<file path="src/rtl/proc_control_unit.sv">
// proc_control_unit
//   Decode-stage control unit. It decodes the 6-bit opcode into datapath
//   strobes and holds the process-mode state internally: exec/select flags,
//   the active process id, and the preemption quantum counter. It also runs
//   three sequences: the button handshake for in/out, the context switch,
//   and the return to the OS process.
//
// Ports
//   clock, reset_n         : single clock; asynchronous active-low reset
//   instr_valid, opcode    : instruction presented this cycle
//   pid_in                 : target process id, sampled with exec_prog
//   button                 : raw asynchronous user button
//   alu_code               : ALU operation, 5'b11111 = none
//   alu_en .. type_r       : datapath strobes (combinational)
//   halt                   : freeze PC and pipeline
//   exec_process, sel_reg_write, sel_reg_read, cur_pid : registered mode state
//   change_pc, end_proc    : one-cycle sequence pulses
//   dbg_state              : current FSM state, for observation
//
// Handshake: an instruction is consumed on a rising clock edge when
// instr_valid = 1 and the block is in RUN (or in IO_GO, for the held in/out).
// Strobes are only ever non-zero in those cycles; halt tells the datapath to
// hold the PC and keep opcode stable.
module proc_control_unit #(
  parameter int PID_W     = 2,
  parameter int QUANTUM   = 1000,
  parameter int QUANTUM_W = 16
) (
  input  logic             clock,
  input  logic             reset_n,
  input  logic             instr_valid,
  input  logic [5:0]       opcode,
  input  logic [PID_W-1:0] pid_in,
  input  logic             button,
  output logic [4:0]       alu_code,
  output logic             alu_en,
  output logic             branch,
  output logic             imm,
  output logic             in_sel,
  output logic             jal,
  output logic             jr,
  output logic             jump,
  output logic             reg_write,
  output logic             mem_write,
  output logic             use_stk,
  output logic             type_r,
  output logic             halt,
  output logic             exec_process,
  output logic             sel_reg_write,
  output logic             sel_reg_read,
  output logic [PID_W-1:0] cur_pid,
  output logic             change_pc,
  output logic             end_proc,
  output logic [2:0]       dbg_state
);

  localparam logic [5:0] OP_HALT      = 6'h01;
  localparam logic [5:0] OP_ADD       = 6'h02;
  localparam logic [5:0] OP_SUB       = 6'h03;
  localparam logic [5:0] OP_MULT      = 6'h04;
  localparam logic [5:0] OP_DIV       = 6'h05;
  localparam logic [5:0] OP_MOV       = 6'h06;
  localparam logic [5:0] OP_LW        = 6'h07;
  localparam logic [5:0] OP_SW        = 6'h08;
  localparam logic [5:0] OP_PUSH      = 6'h09;
  localparam logic [5:0] OP_POP       = 6'h0A;
  localparam logic [5:0] OP_IN        = 6'h0B;
  localparam logic [5:0] OP_OUT       = 6'h0C;
  localparam logic [5:0] OP_JR        = 6'h0D;
  localparam logic [5:0] OP_J         = 6'h0E;
  localparam logic [5:0] OP_JAL       = 6'h0F;
  localparam logic [5:0] OP_BEQ       = 6'h10;
  localparam logic [5:0] OP_BNEQ      = 6'h11;
  localparam logic [5:0] OP_SLT       = 6'h12;
  localparam logic [5:0] OP_SGT       = 6'h13;
  localparam logic [5:0] OP_ADDI      = 6'h14;
  localparam logic [5:0] OP_SUBI      = 6'h15;
  localparam logic [5:0] OP_LOADI     = 6'h16;
  localparam logic [5:0] OP_SLET      = 6'h17;
  localparam logic [5:0] OP_SGET      = 6'h18;
  localparam logic [5:0] OP_HALT_PROG = 6'h19;
  localparam logic [5:0] OP_EN_WRITE  = 6'h1A;
  localparam logic [5:0] OP_EN_READ   = 6'h1B;
  localparam logic [5:0] OP_DIS_READ  = 6'h1C;
  localparam logic [5:0] OP_DIS_WRITE = 6'h1D;
  localparam logic [5:0] OP_EXEC_PROG = 6'h1E;

  localparam logic [4:0] ALU_NONE = 5'b11111;

  localparam int unsigned          Q_LAST_I = (QUANTUM == 0) ? 0 : QUANTUM - 1;
  localparam logic [QUANTUM_W-1:0] Q_LAST   = QUANTUM_W'(Q_LAST_I);
  localparam logic                 Q_ON     = (QUANTUM != 0);

  // IO_GO is the single RUN-like cycle in which the held in/out executes.
  typedef enum logic [2:0] {
    S_RUN     = 3'd0,
    S_IO_WAIT = 3'd1,
    S_IO_GO   = 3'd2,
    S_SWITCH  = 3'd3,
    S_PREEMPT = 3'd4
  } state_t;

  state_t               state, state_nxt;
  logic                 exec_nxt, selw_nxt, selr_nxt;
  logic [PID_W-1:0]     pid_nxt;
  logic [QUANTUM_W-1:0] cnt, cnt_nxt;
  logic                 sync1, sync2, sync3;
  logic                 btn_rise;

  // Raw decode, before any gating.
  logic [4:0] d_alu;
  logic d_alu_en, d_branch, d_imm, d_in_sel, d_jal, d_jr, d_jump;
  logic d_reg_write, d_mem_write, d_use_stk, d_type_r, d_halt;

  always_comb begin
    d_alu       = ALU_NONE;
    d_alu_en    = 1'b0;
    d_branch    = 1'b0;
    d_imm       = 1'b0;
    d_in_sel    = 1'b0;
    d_jal       = 1'b0;
    d_jr        = 1'b0;
    d_jump      = 1'b0;
    d_reg_write = 1'b0;
    d_mem_write = 1'b0;
    d_use_stk   = 1'b0;
    d_type_r    = 1'b0;
    d_halt      = 1'b0;
    case (opcode)
      OP_HALT:  d_halt = 1'b1;
      OP_ADD:   begin d_alu = 5'd0; d_alu_en = 1'b1; d_reg_write = 1'b1; d_type_r = 1'b1; end
      OP_SUB:   begin d_alu = 5'd1; d_alu_en = 1'b1; d_reg_write = 1'b1; d_type_r = 1'b1; end
      OP_MULT:  begin d_alu = 5'd3; d_alu_en = 1'b1; d_reg_write = 1'b1; d_type_r = 1'b1; end
      OP_DIV:   begin d_alu = 5'd4; d_alu_en = 1'b1; d_reg_write = 1'b1; d_type_r = 1'b1; end
      OP_MOV:   begin d_alu = 5'd2; d_alu_en = 1'b1; d_reg_write = 1'b1; d_type_r = 1'b1; end
      OP_LW:    begin d_reg_write = 1'b1; d_imm = 1'b1; end
      OP_SW:    begin d_mem_write = 1'b1; d_imm = 1'b1; end
      OP_PUSH:  begin d_mem_write = 1'b1; d_use_stk = 1'b1; end
      OP_POP:   begin d_reg_write = 1'b1; d_use_stk = 1'b1; end
      OP_IN:    begin d_alu = 5'd5; d_alu_en = 1'b1; d_reg_write = 1'b1; d_in_sel = 1'b1; end
      // out routes the source register through the ALU as a move.
      OP_OUT:   begin d_alu = 5'd2; d_alu_en = 1'b1; end
      OP_JR:    d_jr = 1'b1;
      OP_J:     d_jump = 1'b1;
      OP_JAL:   begin d_jal = 1'b1; d_reg_write = 1'b1; end
      OP_BEQ:   begin d_alu = 5'd1; d_alu_en = 1'b1; d_branch = 1'b1; end
      OP_BNEQ:  begin d_alu = 5'd1; d_alu_en = 1'b1; d_branch = 1'b1; end
      OP_SLT:   begin d_alu = 5'd6; d_alu_en = 1'b1; d_reg_write = 1'b1; d_type_r = 1'b1; end
      OP_SGT:   begin d_alu = 5'd7; d_alu_en = 1'b1; d_reg_write = 1'b1; d_type_r = 1'b1; end
      OP_ADDI:  begin d_alu = 5'd0; d_alu_en = 1'b1; d_reg_write = 1'b1; d_imm = 1'b1; end
      OP_SUBI:  begin d_alu = 5'd1; d_alu_en = 1'b1; d_reg_write = 1'b1; d_imm = 1'b1; end
      OP_LOADI: begin d_alu = 5'd5; d_alu_en = 1'b1; d_reg_write = 1'b1; d_imm = 1'b1; end
      OP_SLET:  begin d_alu = 5'd8; d_alu_en = 1'b1; d_reg_write = 1'b1; d_type_r = 1'b1; end
      OP_SGET:  begin d_alu = 5'd9; d_alu_en = 1'b1; d_reg_write = 1'b1; d_type_r = 1'b1; end
      default:  ;
    endcase
  end

  logic is_io, run_like, io_hold, expire;

  assign is_io    = (opcode == OP_IN) || (opcode == OP_OUT);
  assign run_like = instr_valid && ((state == S_RUN) || (state == S_IO_GO));
  // In RUN an in/out only parks the FSM; it executes in IO_GO.
  assign io_hold  = (state == S_RUN) && is_io;
  assign expire   = Q_ON && exec_process && instr_valid && (cnt == Q_LAST);

  always_comb begin
    alu_code  = ALU_NONE;
    alu_en    = 1'b0;
    branch    = 1'b0;
    imm       = 1'b0;
    in_sel    = 1'b0;
    jal       = 1'b0;
    jr        = 1'b0;
    jump      = 1'b0;
    reg_write = 1'b0;
    mem_write = 1'b0;
    use_stk   = 1'b0;
    type_r    = 1'b0;
    if (run_like && !io_hold) begin
      alu_code  = d_alu;
      alu_en    = d_alu_en;
      branch    = d_branch;
      imm       = d_imm;
      in_sel    = d_in_sel;
      jal       = d_jal;
      jr        = d_jr;
      jump      = d_jump;
      reg_write = d_reg_write;
      mem_write = d_mem_write;
      use_stk   = d_use_stk;
      type_r    = d_type_r;
    end
  end

  always_comb begin
    state_nxt = state;
    exec_nxt  = exec_process;
    selw_nxt  = sel_reg_write;
    selr_nxt  = sel_reg_read;
    pid_nxt   = cur_pid;
    cnt_nxt   = cnt;
    halt      = 1'b0;
    change_pc = 1'b0;
    end_proc  = 1'b0;
    case (state)
      S_RUN: begin
        halt = instr_valid && d_halt;
        if (instr_valid) begin
          if (opcode == OP_HALT_PROG || expire) begin
            // Preemption wins over every other effect of this instruction.
            state_nxt = S_PREEMPT;
            exec_nxt  = 1'b0;
            selw_nxt  = 1'b0;
            selr_nxt  = 1'b0;
            pid_nxt   = '0;
            cnt_nxt   = '0;
          end else if (is_io) begin
            state_nxt = S_IO_WAIT;
          end else if (opcode == OP_EXEC_PROG && !exec_process) begin
            state_nxt = S_SWITCH;
            exec_nxt  = 1'b1;
            selw_nxt  = 1'b1;
            selr_nxt  = 1'b1;
            pid_nxt   = pid_in;
            cnt_nxt   = '0;
          end else begin
            if (exec_process) cnt_nxt = cnt + QUANTUM_W'(1);
            case (opcode)
              OP_EN_WRITE:  selw_nxt = 1'b1;
              OP_EN_READ:   selr_nxt = 1'b1;
              OP_DIS_WRITE: begin selw_nxt = 1'b0; exec_nxt = 1'b0; end
              OP_DIS_READ:  begin selr_nxt = 1'b0; exec_nxt = 1'b0; end
              default: ;
            endcase
          end
        end
      end
      S_IO_WAIT: begin
        halt = 1'b1;
        if (btn_rise) state_nxt = S_IO_GO;
      end
      S_IO_GO: begin
        // The in/out completes here; the count for it is taken now.
        if (instr_valid && exec_process) cnt_nxt = cnt + QUANTUM_W'(1);
        state_nxt = S_RUN;
      end
      S_SWITCH: begin
        halt      = 1'b1;
        change_pc = 1'b1;
        state_nxt = S_RUN;
      end
      S_PREEMPT: begin
        halt      = 1'b1;
        end_proc  = 1'b1;
        state_nxt = S_RUN;
      end
      default: state_nxt = S_RUN;
    endcase
  end

  always_ff @(posedge clock or negedge reset_n) begin
    if (!reset_n) begin
      state         <= S_RUN;
      exec_process  <= 1'b0;
      sel_reg_write <= 1'b0;
      sel_reg_read  <= 1'b0;
      cur_pid       <= '0;
      cnt           <= '0;
      sync1         <= 1'b0;
      sync2         <= 1'b0;
      sync3         <= 1'b0;
    end else begin
      state         <= state_nxt;
      exec_process  <= exec_nxt;
      sel_reg_write <= selw_nxt;
      sel_reg_read  <= selr_nxt;
      cur_pid       <= pid_nxt;
      cnt           <= cnt_nxt;
      sync1         <= button;
      sync2         <= sync1;
      sync3         <= sync2;
    end
  end

  // sync3 is the previous synchronised level, so a button already high on
  // entry to IO_WAIT never produces a rise.
  assign btn_rise  = sync2 && !sync3;
  assign dbg_state = state;

endmodule

</file>
<file path="config.mk">
export PLATFORM = sky130hd
export DESIGN_NAME = proc_control_unit
export DESIGN_NICKNAME = d
export VERILOG_FILES = /design/src/rtl/proc_control_unit.sv
export SDC_FILE = /design/constraint.sdc
export NUM_CORES = 1
export LEC_CHECK = 0
export BUFFER_PORTS_ARGS = -buffer_cell sky130_fd_sc_hd__buf_4
export CORE_AREA = 10 10 79 81
export DETAILED_ROUTE_END_ITERATION = 7
export DIE_AREA = 0 0 89 91
export GPL_TIMING_DRIVEN = 0
export PLACE_DENSITY = 0.68
export SYNTH_ARGS = -nofsm -noshare
export SYNTH_HDL_FRONTEND = slang
export SYNTH_SLANG_ARGS = --single-unit
</file>
<file path="constraint.sdc">
create_clock -name clock -period 1.8 [get_ports clock]
set_input_delay 0.09 -clock clock [delete_from_list [all_inputs] [get_ports clock]]
set_output_delay 0.09 -clock clock [all_outputs]
set_load 0.03 [all_outputs]
</file>
==> flow_summary.ini, run 1 <==
[status]
status = finished with violations
violations = setup timing

[floorplanning]
start_util = 0.428
die_area_mm2 = 0.00810
fp-row-count = 25
fp.dieH_um = 91
ios = 39
core-area_mm2 = 0.00466
die_width_um = 89

[drt]
drt_iter0_markers = 179
viasPerCell = 6.09
wl_per_cell_um = 17.2
vias = 2228
drc = 0
first_pass_iters = 4
drt.antenna.violating_nets = 0
finalWirelength_um = 6300

[power_and_ir_drop]
netSwitchingPower_mw = 0.799
swShare = 0.381
vdd_drop_max_mv = 0.494
p_per_area_mw_per_mm2 = 727
p_leak_nw = 1.26
clkPwrFrac = 0.169
pwr-share-seq = 0.367
combPwrFrac = 0.464
intPower_mw = 1.30

[setup_path]
critPathKind = flop to flop
worstPathRequired_ns = 2.02
cp.depth = 8
path_buf_inv = 1
r2r_cells = 8
cp-start-kind = flop
path_max_fanout = 5
critPathTopFamily = simple AND/OR/NAND/NOR gates
cp_slowest_stage_delay_ns = 0.50
crit_arrival_ns = 2.17
path_cells = ha_2, and4b_1, nand4_1, o21ai_2, o31ai_4, buf_6, or4_1, nand3_1
critical-path-slowest-cell = or4_1
end_kind = flop

[cells_and_area]
nNetsFinal = 326
final_util = 0.619
drive_gt1_frac = 0.385
num_antenna_cells = 0
area_growth_pct = 44.5

[logic_synthesis]
synth_common_cells = nor2_1 (29), dfrtp_1 (27), nand2_1 (24), a22o_1 (12), o21ai_0 (11)
syn_area_mm2 = 0.00200
ys_seq_elements = 27
yosys.cell_types.count = 59
synthCells = 243
yosys.cell_count.top_type = nor2_1
synth_top_area_frac = 0.339
synth_flop_cell = dfrtp_1
yosys.area.top_type = dfrtp_1
synthTopCellsByArea = dfrtp_1 (34%), nor2_1 (5.5%), a22o_1 (5.3%)
yosysWarnings = 0
ys_seq_area_frac = 0.339
avgSynthCellArea_um2 = 8.21
async_flop_share = 1.00
synth_edf_count = 0
syn_nets = 256

[clock_tree]
root_buffer = clkbuf_8
cts.clk_slew.worst_paths_ns = 0.10
cts_num_sinks = 27
cts_tree = yes
clock_latency_ns = 0.28
cts.path.max_buffers = 2
htree_num_levels = 1
cts_buffers = 3

[placed_design]
dpl.hpwl_um = 4180
port_buffers = 37
finalWeightedCongestion = 0.902

[timing]
period_needed_ns = 1.95
setup_violations = 21
grt_setup_unrepaired = true
tightest_slew_ns = 0.660
fin_ws_ns = -0.146
finalClockSkew_ns = 0.00724
max_slew_margin = 0.558
report.final.hold_viol_count = 0
whs_ns = 0.0556
post-route-period-util = 1.08
slew_viol_final = 0
max_freq_mhz = 514

[grt]
grt_overflow = 0
antenna_found_initial = 0
grt_max_degree = 28
grtUsageTotal = 0.150
grt_pass1_vias = 2113
grt_pass1_wl_um = 10200

[hold_path]
hold_class = primary input to flop
hold_depth = 2

[job]
cap_violations = 0
## layout by cell type, fill, tap and decap left out, drive strengths merged, types with 2 or more instances in the layout
cell type / netlist / final
o32ai: 2 / 2
a31oi: 6 / 6
mux2i: 2 / 2
o21ai: 14 / 14
nand2: 24 / 24
a21o: 10 / 10
nor2b: 5 / 5
dfrtp: 27 / 27
or2: 2 / 2
clkinv: 1 / 2
nor2: 30 / 30
a21oi: 9 / 9
nand2b: 6 / 6
clkbuf: 8 / 9
nand4: 4 / 4
nor4b: 2 / 2
a32o: 2 / 2
nor3b: 3 / 3
nor3: 11 / 11
o21bai: 4 / 4
o21a: 2 / 2
buf: 8 / 73
o31ai: 4 / 4
inv: 7 / 7
and2: 2 / 2
nor4: 5 / 5
a2111oi: 2 / 2
dlygate4sd3: 0 / 2
nand3: 7 / 7
a22o: 12 / 12
or3: 3 / 3
or4: 2 / 2
## state kept, by name, summed over array words and instances (netlist names)
signal / count
exec_process: 1
sel_reg_write: 1
cnt: 16
sync2: 1
dbg_state: 3
sync1: 1
sync3: 1
sel_reg_read: 1
cur_pid: 2
## per-stage QoR
step | total power [mW] | worst slack, ns | cells | area (um2) | TNS (ns)
after global routing | 2.21 | -0.243 | 366 | 2880 | -4.46
after floorplan | 1.26 | -0.0761 | 243 | 2150 | -0.557
after global placement | 1.47 | -0.240 | 334 | 2500 | -3.39
after CTS | 1.93 | -0.116 | 357 | 2750 | -1.11
after detailed placement | 1.47 | -0.248 | 334 | 2500 | -3.92
final | 2.10 | -0.146 | 366 | 2880 | -1.69
## routing by layer
metal	wire, um	GRT usage	up-vias
met5	0	0	-
met4	73	0.0451	0
met3	398	0.0241	11
met2	3170	0.257	81
met1	2660	0.185	1086
li1	-	-	1050
## logic make-up (layout without fill, tap and decap cells)
group / Yosys count / count (layout) / synth area share
simple gates: 109 / 109 / 0.292
compound gates: 79 / 79 / 0.292
flops: 27 / 27 / 0.339
buf+inv: 24 / 93 / 0.0564
mux: 3 / 3 / 0.0157
fa+ha+maj: 1 / 1 / 0.00627
## repair_timing
item / in CTS / in global routing
buffers inserted: 17 / 8
cloned: 2 / 1
setup endpoints to repair: 34 / 37
resized for setup: 17 / 26
hold buffers: 2 / 0
pin swaps: 20 / 12
endpoints found under the hold margin: 28 / 0
## final cells by class
cell class	instances	area (um2)
Fill cell	427	1780
Clock buffer	3	41.3
Sequential cell	27	682
Tap cell	54	67.6
Timing Repair Buffer	67	557
Multi-Input combinational cell	192	1390
Buffer	14	105
Inverter	8	31.3
Clock inverter	1	5.00
## power by group through the flow
stage                     clock, mW  combinational, mW  sequential [mW]
after CTS                     0.362              0.800            0.772
final                         0.354              0.972            0.770
after floorplan                   0              0.415            0.842
after global placement            0              0.679            0.794
after detailed placement          0              0.680            0.795
after global routing          0.383               1.05            0.781
## worst paths after layout
| path | slack, ns | startpoint | end |
|---|---|---|---|
| setup / recovery | -0.15 | cnt[0] | cnt[4] |
| hold / removal | 0.06 | pid_in[0] | cur_pid[0] |
| setup reg to reg | -0.15 | cnt[0] | cnt[4] |
| hold reg to reg | 0.36 | sync1 | sync2 |
| max in group asynchronous | 1.27 | reset_n | exec_process |
| min in group asynchronous | 0.24 | reset_n | cnt[15] |
Note: power is estimated with default switching activity, not from simulation.
==> run 2, diff against run 1 <==
--- a/config.mk
+++ b/config.mk
@@ -5,10 +5,12 @@
 export SDC_FILE = /design/constraint.sdc
 export NUM_CORES = 1
 export LEC_CHECK = 0
+export ABC_AREA = 1
 export BUFFER_PORTS_ARGS = -buffer_cell sky130_fd_sc_hd__buf_4
-export CORE_AREA = 10 10 79 81
+export CORE_AREA = 10 10 82 84
+export CTS_CLUSTER_SIZE = 10
 export DETAILED_ROUTE_END_ITERATION = 7
-export DIE_AREA = 0 0 89 91
+export DIE_AREA = 0 0 92 94
 export GPL_TIMING_DRIVEN = 0
 export PLACE_DENSITY = 0.68
 export SYNTH_ARGS = -nofsm -noshare
==> flow_summary.ini, run 2 <==
[drt]
wl_per_cell_um = 12.6
first_pass_iters = 4
viasPerCell = 4.95
drc = 0
finalWirelength_um = 5940
drt.antenna.violating_nets = 0
drt_iter0_markers = 127
vias = 2341

[floorplanning]
die_width_um = 92
fp.dieH_um = 94
ios = 39
start_util = 0.433
die_area_mm2 = 0.00865
fp-row-count = 26
core-area_mm2 = 0.00507

[clock_tree]
cts.clk_slew.worst_paths_ns = 0.10
cts_tree = yes
cts.path.max_buffers = 2
clock_latency_ns = 0.28
root_buffer = clkbuf_8
htree_num_levels = 1
cts_buffers = 3
cts_num_sinks = 27

[cells_and_area]
fillers = 506
num_antenna_cells = 0
final_util = 0.576
seqCellArea_um2 = 679
regMostFlops = cnt
multi_input_area_mm2 = 0.00138
layout_common_cells = nand2_1 (96), buf_4 (51), inv_1 (39)
final_common_cell = nand2_1
nNetsFinal = 417
largest_reg_flops = 16
drive_gt1_frac = 0.340
area_growth_pct = 32.9

[timing]
finalClockSkew_ns = 0.00813
tightest_slew_ns = 0.449
max_freq_mhz = 567
post-route-period-util = 0.980
setup_violations = 0
report.final.hold_viol_count = 0
period_needed_ns = 1.76
max_slew_margin = 0.698
grt_setup_unrepaired = true
slew_viol_final = 0

[logic_synthesis]
ys_seq_area_frac = 0.307
syn_area_mm2 = 0.00220
yosys.cell_count.top_type = nand2_1
yosys.cell_types.count = 32
synth_top_area_frac = 0.307
ys_seq_elements = 27
synth_edf_count = 0
syn_nets = 356
synthCells = 343
yosys.area.top_type = dfrtp_1
async_flop_share = 1.00
avgSynthCellArea_um2 = 6.41
yosysWarnings = 0
synth_flop_cell = dfrtp_1
synthTopCellsByArea = dfrtp_1 (31%), nand2_1 (17%), nand3_1 (9.6%)
synth_common_cells = nand2_1 (102), nand3_1 (42), inv_1 (41), nor2_1 (39), dfrtp_1 (27)

[grt]
grt_pass1_wl_um = 9430
grtUsageTotal = 0.128
grt_overflow = 0
grt_pass1_vias = 2066
grt_max_degree = 28
antenna_found_initial = 0

[power_and_ir_drop]
p_per_area_mw_per_mm2 = 846
p_leak_nw = 1.49
total_power_mw = 2.47
vdd_drop_max_mv = 0.654

[status]
status = complete, no violations

[job]
cap_violations = 0

[setup_path]
cp_slowest_stage_delay_ns = 0.41
end_kind = flop
worstPathRequired_ns = 1.97
crit_arrival_ns = 1.93
cp-start-kind = flop
critPathKind = flop to flop
path_cells = ha_2, nand3_1, nor2_2, nand3_4, nand4_1, nand3_4, clkbuf_16, nand2_1, o21ai_2
path_max_fanout = 5
crit_path_frequent_cell = nand3_4
critical-path-slowest-cell = dfrtp_1

[placed_design]
dpl.hpwl_um = 4360
port_buffers = 37
finalWeightedCongestion = 0.906

[hold_path]
hold_class = primary input to flop
-- run 2: changes by cell type in the layout (fill, tap and decap cells not counted), sizes merged, moves of 6 or more --
cell,change
nand2b,-6
o21ai,+8
inv,+45
nand2,+87
a22o,-12
nand3,+40
a21o,-9
buf,-15
nor2,+15
a21oi,-7
-- run 2: worst paths after layout --
path	slack (ns)	endpoint	from	depth (start not counted)
min reg2reg	0.36	sync2	sync1	0
max reg2reg	0.04	cnt[2]	cnt[0]	9
min	0.07	cur_pid[0]	pid_in[0]	3
min in group asynchronous	0.25	sel_reg_write	reset_n	2
max in group asynchronous	1.26	dbg_state[0]	reset_n	2
max	0.04	cnt[2]	cnt[0]	9
-- run 2: report_power, final --
group	leakage, nW	internal (mW)	switching [mW]
Combinational	1.11	0.569	0.773
Sequential	0.355	0.702	0.0760
Clock	0.0228	0.159	0.193
Total	1.49	1.43	1.04
-- run 2: timing repair --
item,4_1_cts,5_1_grt
endpoints found under the setup margin,16,37
gates cloned,0,2
hold endpoints to repair,28,0
buffers inserted,4,11
gates resized for setup,5,25
pin swaps,1,11
hold buffers,2,0
-- run 2: cell families (layout without fill, tap and decap cells) --
logic type | Yosys count | in the layout | share of synthesized area
buffers and inverters | 58 | 118 | 0.116
AO/OA/AOI/OAI | 34 | 34 | 0.112
flip-flops | 27 | 27 | 0.307
adder cells (fa/ha/maj) | 1 | 1 | 0.00569
XOR/XNOR | 1 | 1 | 0.00398
AND/OR/NAND/NOR | 222 | 222 | 0.455
-- run 2: cell type report --
| type | instances | share of cell area |
|---|---|---|
| multi-input combinational | 258 | 0.472 |
| inverter | 52 | 0.0677 |
| buffer | 6 | 0.0223 |
| clock buffer | 4 | 0.0154 |
| sequential | 27 | 0.233 |
| timing repair buffer | 56 | 0.160 |
| tap | 70 | 0.0300 |
-- run 2: through the flow --
stage | cell area, um2 | std cells | hold WS (ns) | TNS (ns) | worst slack, ns
3_3_place_gp | 2590 | 450 | 0.0250 | 0 | 0.0569
6_report | 2920 | 473 | 0.0722 | 0 | 0.0357
5_1_grt | 2920 | 473 | 0.0756 | -0.676 | -0.0585
4_1_cts | 2700 | 460 | 0.0754 | 0 | 0.00603
3_5_place_dp | 2590 | 450 | 0.0277 | 0 | 0.0382
2_1_floorplan | 2220 | 343 | -0.206 | 0 | 0.00167
-- run 2: worst max-delay path, delay by kind of cell, from the launching register on --
kind	cells	cell delay, ns
buffers and inverters	1	0.20
flip-flops	1	0.41
AO/OA/AOI/OAI	1	0.05
AND/OR/NAND/NOR	6	0.78
adder cells (fa/ha/maj)	1	0.21
-- run 2: metal layers --
metal | global-route usage | wire [um] | share of wire | up-vias
li1 | - | - | - | 1215
met3 | 0.0296 | 333 | 0.056 | 6
met1 | 0.177 | 2880 | 0.48 | 1061
met2 | 0.197 | 2700 | 0.45 | 59
met4 | 0.0257 | 33 | 0.0056 | 0
met5 | 0 | 0 | 0 | -
==> run 3, diff against run 2 <==
--- a/config.mk
+++ b/config.mk
@@ -7,12 +7,14 @@
 export LEC_CHECK = 0
 export ABC_AREA = 1
 export BUFFER_PORTS_ARGS = -buffer_cell sky130_fd_sc_hd__buf_4
-export CORE_AREA = 10 10 82 84
+export CELL_PAD_IN_SITES_DETAIL_PLACEMENT = 1
+export CELL_PAD_IN_SITES_GLOBAL_PLACEMENT = 1
+export CORE_AREA = 10 10 91 93
 export CTS_CLUSTER_SIZE = 10
 export DETAILED_ROUTE_END_ITERATION = 7
-export DIE_AREA = 0 0 92 94
+export DIE_AREA = 0 0 101 103
 export GPL_TIMING_DRIVEN = 0
-export PLACE_DENSITY = 0.68
+export PLACE_DENSITY = 0.75
 export SYNTH_ARGS = -nofsm -noshare
 export SYNTH_HDL_FRONTEND = slang
 export SYNTH_SLANG_ARGS = --single-unit
==> flow_summary.ini, run 3 (synthesized netlist as in run 2, its figures left out) <==
[timing]
finalSetupTns_ns = 0
grt_setup_unrepaired = true
period_needed_ns = 1.79
finalClockSkew_ns = 0.00550
whs_ns = 0.0782
setup_violations = 0
post-route-period-util = 0.995
report.final.hold_viol_count = 0
max_freq_mhz = 558
slew_viol_final = 0
tightest_slew_ns = 0.531
max_slew_margin = 0.643

[grt]
grt_pass1_wl_um = 11800
grt_max_degree = 28
grt_overflow = 0
grtUsageTotal = 0.135
antenna_found_initial = 0
grt_pass1_vias = 2521

[setup_path]
worstPathRequired_ns = 1.71
cp-start-kind = flop
crit_path_frequent_cell = nor2_4
end_kind = output pin
critPathTopFamily = simple AND/OR/NAND/NOR gates
critical-path-slowest-cell = dfrtp_1
cp_slowest_stage_delay_ns = 0.42
path_max_fanout = 7
critPathKind = flop to output pin
path_buf_inv = 3
path_cells = nor2_4, nand2_4, inv_2, nand2_2, clkinv_4, nor2_4, nand3_2, nor2_1, buf_4
crit_arrival_ns = 1.70

[clock_tree]
htree_num_levels = 1
cts_tree = yes
clock_latency_ns = 0.28
root_buffer = clkbuf_8
cts_buffers = 3
cts.path.max_buffers = 2
cts_num_sinks = 27
cts.clk_slew.worst_paths_ns = 0.11

[floorplanning]
start_util = 0.335
fp-row-count = 30
die_area_mm2 = 0.0104
ios = 39
core-area_mm2 = 0.00657
fp.dieH_um = 103
die_width_um = 101

[drt]
vias = 2399
drt_iter0_markers = 67
finalWirelength_um = 7120
drc = 0
viasPerCell = 5.02
drt.antenna.violating_nets = 0
wl_per_cell_um = 14.9
first_pass_iters = 4

[cells_and_area]
final-instance-count-excl-fill = 478
fillers = 873
drive_gt1_frac = 0.344
regMostFlops = cnt
layout_common_cells = nand2_1 (94), buf_4 (45), nand3_1 (39)
num_antenna_cells = 0
area_growth_pct = 31.0
final_common_cell = nand2_1
nNetsFinal = 412
largest_reg_flops = 16

[placed_design]
finalWeightedCongestion = 0.850
dpl.hpwl_um = 5370
port_buffers = 37
placed_cells = 460

[power_and_ir_drop]
clkPwrFrac = 0.156
swShare = 0.450
p_leak_nw = 1.46
pwr-share-seq = 0.329
intPower_mw = 1.31
combPwrFrac = 0.515
netSwitchingPower_mw = 1.07
p_per_area_mw_per_mm2 = 829
vdd_drop_max_mv = 0.361

[job]
cap_violations = 0

[hold_path]
hold_class = primary input to flop

[status]
status = complete, no violations
==> run 3: changes by cell type in the layout (fill, tap and decap cells not counted), moves of 2 or more <==
cell / delta
dfrtp_1: -2
nand2_1: -2
buf_8: -2
dfrtp_2: +2
buf_4: -6
buf_6: +5
nand3_4: -2
nand2_4: +2
clkbuf_16: -2
==> run 3: per-stage QoR <==
stage | cell area, um2 | util | power (mW) | setup WS (ns)
final | 2880 | 0.438 | 2.39 | 0.00945
after global routing | 2880 | 0.438 | 2.55 | -0.0971
after CTS | 2740 | 0.417 | 2.31 | -0.0287
after detailed placement | 2600 | 0.396 | 1.86 | -0.0161
after global placement | 2600 | 0.396 | 1.83 | 0.0365
after floorplan | 2220 | - | 1.50 | 0.00167
==> run 3: final timing paths <==
| kind | start | end | slack [ns] | cells after the start |
|---|---|---|---|---|
| worst max-delay path | dbg_state[2] | jump | 0.009 | 9 |
| worst min-delay path | pid_in[0] | cur_pid[0] | 0.08 | 3 |
| worst max register to register | cnt[0] | cnt[6] | 0.08 | 9 |
| worst min register to register | sync1 | sync2 | 0.38 | 0 |
| max in group asynchronous | reset_n | dbg_state[1] | 1.25 | 2 |
| min in group asynchronous | reset_n | cnt[6] | 0.26 | 2 |
==> run 3: power by group through the flow <==
stage | combinational (mW) | clock, mW | sequential (mW)
2_1_floorplan | 0.614 | 0 | 0.890
3_3_place_gp | 1.03 | 0 | 0.802
3_5_place_dp | 1.05 | 0 | 0.808
4_1_cts | 1.14 | 0.382 | 0.781
5_1_grt | 1.35 | 0.402 | 0.798
6_report | 1.23 | 0.372 | 0.786
==> run 3: layer usage <==
| metal | vias up | track usage | wire length, um |
|---|---|---|---|
| met5 | - | 0 | 0 |
| li1 | 1205 | - | - |
| met1 | 1152 | 0.158 | 2950 |
| met4 | 0 | 0.0289 | 77 |
| met2 | 34 | 0.253 | 3860 |
| met3 | 8 | 0.0221 | 242 |
==> run 3: layout make-up <==
class	instances	area, um2	area share
clock inverter	1	7.51	0.00261
tap	80	100	0.0348
clock buffer	3	41.3	0.0143
sequential	27	682	0.237
timing repair buffer	51	407	0.141
inverter	52	200	0.0695
multi-input combinational	258	1380	0.481
buffer	6	57.6	0.0200
==> run 3: tightest hold or removal path, stage by stage <==
cell and delay [ns]:
buf_4 0.11, nand2_1 0.05, o21ai_0 0.08
==> run 3: timing repair <==
item,in CTS,in global routing
buffers inserted,4,8
endpoints found under the setup margin,28,40
hold buffers,2,0
pin swaps,4,6
resized for setup,13,23
hold endpoints to repair,28,0
